--- config.mk ---
export PLATFORM = sky130hd
export DESIGN_NAME = adjust_keys
export DESIGN_NICKNAME = d
export VERILOG_FILES = /design/src/rtl/adjust_keys.sv
export SDC_FILE = /design/constraint.sdc
export NUM_CORES = 1
export LEC_CHECK = 0
export CAP_MARGIN = 20
export CORE_MARGIN = 2
export CORE_UTILIZATION = 50
export DETAILED_ROUTE_END_ITERATION = 10
export MAX_ROUTING_LAYER = met4
export PLACE_DENSITY = 0.74
export SKIP_CTS_REPAIR_TIMING = 1
export SYNTH_ARGS = -nofsm -noshare
export SYNTH_HDL_FRONTEND = slang
export SYNTH_SLANG_ARGS = --single-unit
--- constraint.sdc ---
create_clock -name clk -period 2.43 [get_ports clk]
set_clock_uncertainty 0.2 [all_clocks]
set_input_delay 0.6075 -clock clk [delete_from_list [all_inputs] [get_ports clk]]
set_output_delay 0.6075 -clock clk [all_outputs]
set_load 0.01 [all_outputs]
--- src/rtl/adjust_keys.sv ---
// adjust_keys: turns the raw active-low DE1-SoC push buttons into clean,
// frame-aligned, one-clock inc/dec step pulses for the contrast stage.
// Each key is synchronised and debounced. Simultaneous presses cancel each
// other. A held key steps once on the first frame, then auto-repeats.
module adjust_keys #(
    parameter int DB_CYCLES    = 50000,
    parameter int DB_W         = 16,
    parameter int REPEAT_DELAY = 30,
    parameter int REPEAT_RATE  = 4,
    parameter int FR_W         = 6
) (
    input  logic clk,
    input  logic rst_n,
    input  logic frame_en,
    input  logic key_inc_n,
    input  logic key_dec_n,
    output logic inc,
    output logic dec,
    output logic held
);

    localparam logic [DB_W-1:0] DB_LAST  = DB_W'(DB_CYCLES - 1);
    localparam logic [DB_W-1:0] DB_ONE   = DB_W'(1);
    localparam logic [DB_W-1:0] DB_ZERO  = {DB_W{1'b0}};
    localparam logic [FR_W-1:0] FR_DELAY = FR_W'(REPEAT_DELAY);
    localparam logic [FR_W-1:0] FR_RATE  = FR_W'(REPEAT_RATE);
    localparam logic [FR_W-1:0] FR_ONE   = FR_W'(1);
    localparam logic [FR_W-1:0] FR_ZERO  = {FR_W{1'b0}};

    typedef enum logic [1:0] {
        ST_IDLE   = 2'd0,
        ST_ARMED  = 2'd1,
        ST_HOLD   = 2'd2,
        ST_REPEAT = 2'd3
    } state_t;

    // Bit 0 carries the increase key and bit 1 the decrease key.
    // All key levels stay active-low: 1 means released.
    logic [1:0]            sync1_r;
    logic [1:0]            sync2_r;
    logic [1:0]            db_r;
    logic [1:0]            db_nx_s;
    logic [1:0][DB_W-1:0]  db_cnt_r;
    logic [1:0][DB_W-1:0]  db_cnt_nx_s;

    state_t                state_r;
    state_t                state_nx_s;
    logic                  dir_r;        // 1 = increase, 0 = decrease
    logic                  dir_nx_s;
    logic [FR_W-1:0]       fr_cnt_r;
    logic [FR_W-1:0]       fr_cnt_nx_s;
    logic                  pulse_s;
    logic                  inc_press_s;
    logic                  dec_press_s;
    logic                  sel_inc_s;
    logic                  sel_dec_s;
    logic                  keep_s;
    logic                  inc_r;
    logic                  dec_r;
    logic                  held_r;

    // Two-flop synchronisers for both asynchronous key levels; they reset to released.
    always_ff @(posedge clk or negedge rst_n) begin
        if (!rst_n) begin
            sync1_r <= 2'b11;
            sync2_r <= 2'b11;
        end else begin
            sync1_r <= {key_dec_n, key_inc_n};
            sync2_r <= sync1_r;
        end
    end

    // Debounce next state: a level change is accepted after DB_CYCLES consecutive disagreeing clocks.
    always_comb begin
        db_nx_s     = db_r;
        db_cnt_nx_s = {DB_ZERO, DB_ZERO};
        for (int k = 0; k < 2; k++) begin
            if (sync2_r[k] == db_r[k]) begin
                db_cnt_nx_s[k] = DB_ZERO;
            end else if (db_cnt_r[k] == DB_LAST) begin
                db_nx_s[k]     = ~db_r[k];
                db_cnt_nx_s[k] = DB_ZERO;
            end else begin
                db_cnt_nx_s[k] = db_cnt_r[k] + DB_ONE;
            end
        end
    end

    // Debounced key levels and their stability counters.
    always_ff @(posedge clk or negedge rst_n) begin
        if (!rst_n) begin
            db_r     <= 2'b11;
            db_cnt_r <= {DB_ZERO, DB_ZERO};
        end else begin
            db_r     <= db_nx_s;
            db_cnt_r <= db_cnt_nx_s;
        end
    end

    // Key selection: exactly one key pressed selects it; both pressed selects nothing.
    // keep_s is low when the selection no longer matches the latched direction.
    always_comb begin
        inc_press_s = ~db_r[0];
        dec_press_s = ~db_r[1];
        sel_inc_s   = inc_press_s & ~dec_press_s;
        sel_dec_s   = dec_press_s & ~inc_press_s;
        keep_s      = dir_r ? sel_inc_s : sel_dec_s;
    end

    // Step FSM next state: an abort has priority over a coincident frame_en.
    always_comb begin
        state_nx_s  = state_r;
        dir_nx_s    = dir_r;
        fr_cnt_nx_s = fr_cnt_r;
        pulse_s     = 1'b0;
        case (state_r)
            ST_IDLE: begin
                if (sel_inc_s || sel_dec_s) begin
                    dir_nx_s   = sel_inc_s;
                    state_nx_s = ST_ARMED;
                end else begin
                    state_nx_s = ST_IDLE;
                end
            end
            ST_ARMED: begin
                if (!keep_s) begin
                    state_nx_s = ST_IDLE;
                end else if (frame_en) begin
                    pulse_s     = 1'b1;
                    fr_cnt_nx_s = FR_DELAY;
                    state_nx_s  = ST_HOLD;
                end else begin
                    state_nx_s = ST_ARMED;
                end
            end
            ST_HOLD, ST_REPEAT: begin
                if (!keep_s) begin
                    state_nx_s = ST_IDLE;
                end else if (frame_en) begin
                    // When the count is 1, decrementing it reaches 0, so this frame steps.
                    // A count of 0 is treated the same way, which acts as saturation.
                    if (fr_cnt_r <= FR_ONE) begin
                        pulse_s     = 1'b1;
                        fr_cnt_nx_s = FR_RATE;
                        state_nx_s  = ST_REPEAT;
                    end else begin
                        fr_cnt_nx_s = fr_cnt_r - FR_ONE;
                        state_nx_s  = state_r;
                    end
                end else begin
                    state_nx_s = state_r;
                end
            end
            default: begin
                state_nx_s = ST_IDLE;
            end
        endcase
    end

    // FSM state, latched direction and frame counter.
    always_ff @(posedge clk or negedge rst_n) begin
        if (!rst_n) begin
            state_r  <= ST_IDLE;
            dir_r    <= 1'b0;
            fr_cnt_r <= FR_ZERO;
        end else begin
            state_r  <= state_nx_s;
            dir_r    <= dir_nx_s;
            fr_cnt_r <= fr_cnt_nx_s;
        end
    end

    // Registered outputs: a pulse appears on the clock after its qualifying frame_en.
    always_ff @(posedge clk or negedge rst_n) begin
        if (!rst_n) begin
            inc_r  <= 1'b0;
            dec_r  <= 1'b0;
            held_r <= 1'b0;
        end else begin
            inc_r  <= pulse_s & dir_r;
            dec_r  <= pulse_s & ~dir_r;
            held_r <= (state_nx_s != ST_IDLE);
        end
    end

    assign inc  = inc_r;
    assign dec  = dec_r;
    assign held = held_r;

endmodule
==> metrics.md <==
| Metric | Value |
|---|---|
| CP Data Arrival Time | `1170 ps` |
| Dpl hpwl | `about 3000 um` |
| Slowest-stage cell, CP | `clkdlybuf4s50_1` |
| CP endpoint kind | `output pin` |
| Pwr per Cell Area | `between 500 and 600 nW/um^2` |
| Gpl congestion | `0.859` |
| Most frequent cells in the layout | `dfrtp_1 (44), nor2_1 (36), xnor2_1 (19), nand2_1 (14), nand3_1 (13)` |
| Vias per cell | `between 5 and 6` |
| Die H | `around 74 um` |
| Clk slew on worst S/H paths | `approximately 90 ps` |
| Sink Count | `50` |
| Power Total | `around 0.0014 W` |
| Final min period | `1980 ps` |
| Sum Neg Setup Slack | `0 ps` |
| CTS tree | `yes` |
| Crit path cell chain | `clkdlybuf4s50_1` |
| Placed Area | `2570 sq um` |
| Diode count | `0` |
| Cells after Synth | `237` |
| Port buffer count | `7` |
| Final worst path period share | `0.813` |
| Kind of critical path | `reg2out` |
| Ports | `8` |
| Max Freq | `between 500 and 600 MHz` |
| Synthesized Nets | `roughly 250` |
| Fin. Hold Viols | `0` |
| Commonest non-fill, non-tap cell in the layout | `dfrtp_1` |
| Clock buffer depth | `2` |
| Die W | `approximately 74 um` |
| Residual DRC | `0` |
| Flops & latches, synth | `50` |
| Crit path buf inv count | `1` |
| RSZ-0062 raised after global routing | `no` |
| Run status | `completed` |
| Netlist cell types | `39` |
| Worst min-delay path class | `in2async` |
| Layout cells sized above 1 | `0.108` |
| Final setup fails | `0` |
| Syn avg cell area | `between 10 and 15 sq um` |
| Post-route cell area | `about 2700 sq um` |
| Largest net degree at the start of global routing | `21` |
| Clk_lat worst skew | `approximately 300 ps` |
| Num CTS Buffers | `5` |
| Initial antenna violation count | `0` |
| Sequential cell area fraction in the yosys report | `0.517` |
| CP top delay family | `buffers and inverters` |
| Maximum resistive drop on vdd | `between 0.3 and 0.4 mV` |
| Initial Util | `0.518` |
| Leak Pwr | `1.09 nW` |
| Mapped Area | `2430 sq um` |
| H-tree levels | `2` |
| Nets@finish | `between 200 and 300` |
| Final Slew Violations | `0` |
| Via total after detailed routing | `roughly 1,700` |
| Core area | `around 4700 sq um` |
| Startpoint types | `flop` |
| Drt first pass iters | `4` |
| Wire per inst | `13.4 um` |
| Worst Path Max Fanout | `1` |
| First-pass GRT wire length | `~7300 um` |
| Wirelength, routed | `a little over 4000 um` |
| YS warnings | `0` |
| Util after Layout | `0.567` |
| Initial DRC count | `38` |
| Die area | `about 5400 sq um` |
| Overflow after GRT | `0` |
| Root buffer cell | `clkbuf_8` |
| Antenna-violating nets left | `0` |
| Largest stage delay, worst path | `~530 ps` |
| Area added between synthesis and finish | `9.46%` |
| Maximum capacitance violations | `0` |
| Fillers | `between 400 and 500` |
| Req. time, crit path | `1620 ps` |
| FP Rows | `25` |
| Vias in the first global route | `around 1,600` |
| Relative slew slack | `0.678` |
| All-Layer GR Usage | `0.179` |
| Slew at the pin closest to its max-slew limit | `482 ps` |
==> per-stage QoR <==
stage / worst slack [ps] / std cells / hold WS (ps)
final: 455 / 305 / 36.6
after CTS: 436 / 305 / 47.5
after floorplan: 617 / 237 / 112
after global placement: 450 / 297 / 147
after detailed placement: 382 / 297 / 151
after global routing: 312 / 305 / 59.2
==> routing by layer <==
layer	part of all wire	wire, um	vias up	track usage
met5	0	0	-	-
met4	0.010	42	0	0.0525
met3	0.019	76	6	0.0412
met2	0.47	1920	10	0.271
met1	0.50	2050	808	0.242
li1	-	-	852	-
==> report_power, final <==
part	total [W]	internal (W)	leakage, nW	switching [W]
Sequential	0.000856	0.000846	0.662	0.0000103
Combinational	0.0000468	0.0000158	0.382	0.0000310
Clock	0.000492	0.000229	0.0472	0.000263
Total	0.00139	0.00109	1.09	0.000304
==> worst paths after layout <==
check / cells past startpoint / from / slack [ps] / endpoint
max: 1 / held / 450 / held
min: 1 / rst_n / 40 / db_cnt_r[12]
max reg2reg: 6 / db_r[0] / 490 / fr_cnt_r[2]
min reg2reg: 0 / sync1_r[1] / 170 / sync2_r[1]
max in group asynchronous: 2 / rst_n / 1350 / db_r[0]
min in group clk: 0 / sync1_r[1] / 170 / sync2_r[1]
==> cell families after synthesis <==
kind of cell               synth area share
and+or+nand+nor                       0.244
DFF                                   0.517
xor gates and xnor gates              0.101
AOI/OAI and AO/OA                    0.0566
buffers and inverters                0.0237
muxes                                0.0267
adders and majority gates            0.0309
==> sequential cells by signal, summed over array words and instances, names as in the netlist <==
signal,count
db_cnt_r,32
fr_cnt_r,6
db_r,2
state_r,2
sync1_r,2
sync2_r,2
dec,1
dir_r,1
held,1
inc,1
==> Yosys cell counts <==
master,instances,share of area
nand2_1,14,0.022
mux2_2,4,0.019
xor2_1,9,0.032
nor3_1,7,0.014
nor2_1,36,0.056
and3_1,5,0.013
dfrtp_1,44,0.45
a41oi_1,1,0.0036
o21ai_1,1,0.0021
or2_4,1,0.0036
or2_2,1,0.0026
and2_1,2,0.0051
nand2b_1,2,0.0051
nand4_1,7,0.018
mux2i_1,2,0.0082
nor4_1,8,0.021
or4_1,2,0.0062
o21ai_0,6,0.012
ha_1,6,0.031
a2bb2oi_1,2,0.0072
buf_2,1,0.0021
o21a_1,1,0.0031
nand4_2,2,0.010
clkbuf_1,2,0.0031
or3_1,1,0.0026
nand3_4,1,0.0072
nor4b_1,3,0.011
inv_1,12,0.019
and4bb_2,1,0.0051
a21oi_1,5,0.010
dfstp_2,6,0.065
nand3b_1,1,0.0031
nand3_1,13,0.027
o31ai_1,2,0.0062
a211oi_1,2,0.0062
a31oi_1,1,0.0026
xnor2_1,19,0.068
o21bai_1,1,0.0031
nor4bb_1,3,0.012
==> final cells by class <==
class	instances	area, sq um	area share
Inverter	12	45.0	0.0169
Timing Repair Buffer	9	80.1	0.0301
Multi-Input combinational cell	172	1120	0.419
Tap cell	54	67.6	0.0254
Clock inverter	2	12.5	0.00470
Sequential cell	50	1260	0.473
Clock buffer	6	82.6	0.0310
(Power assumes the default switching activity.)
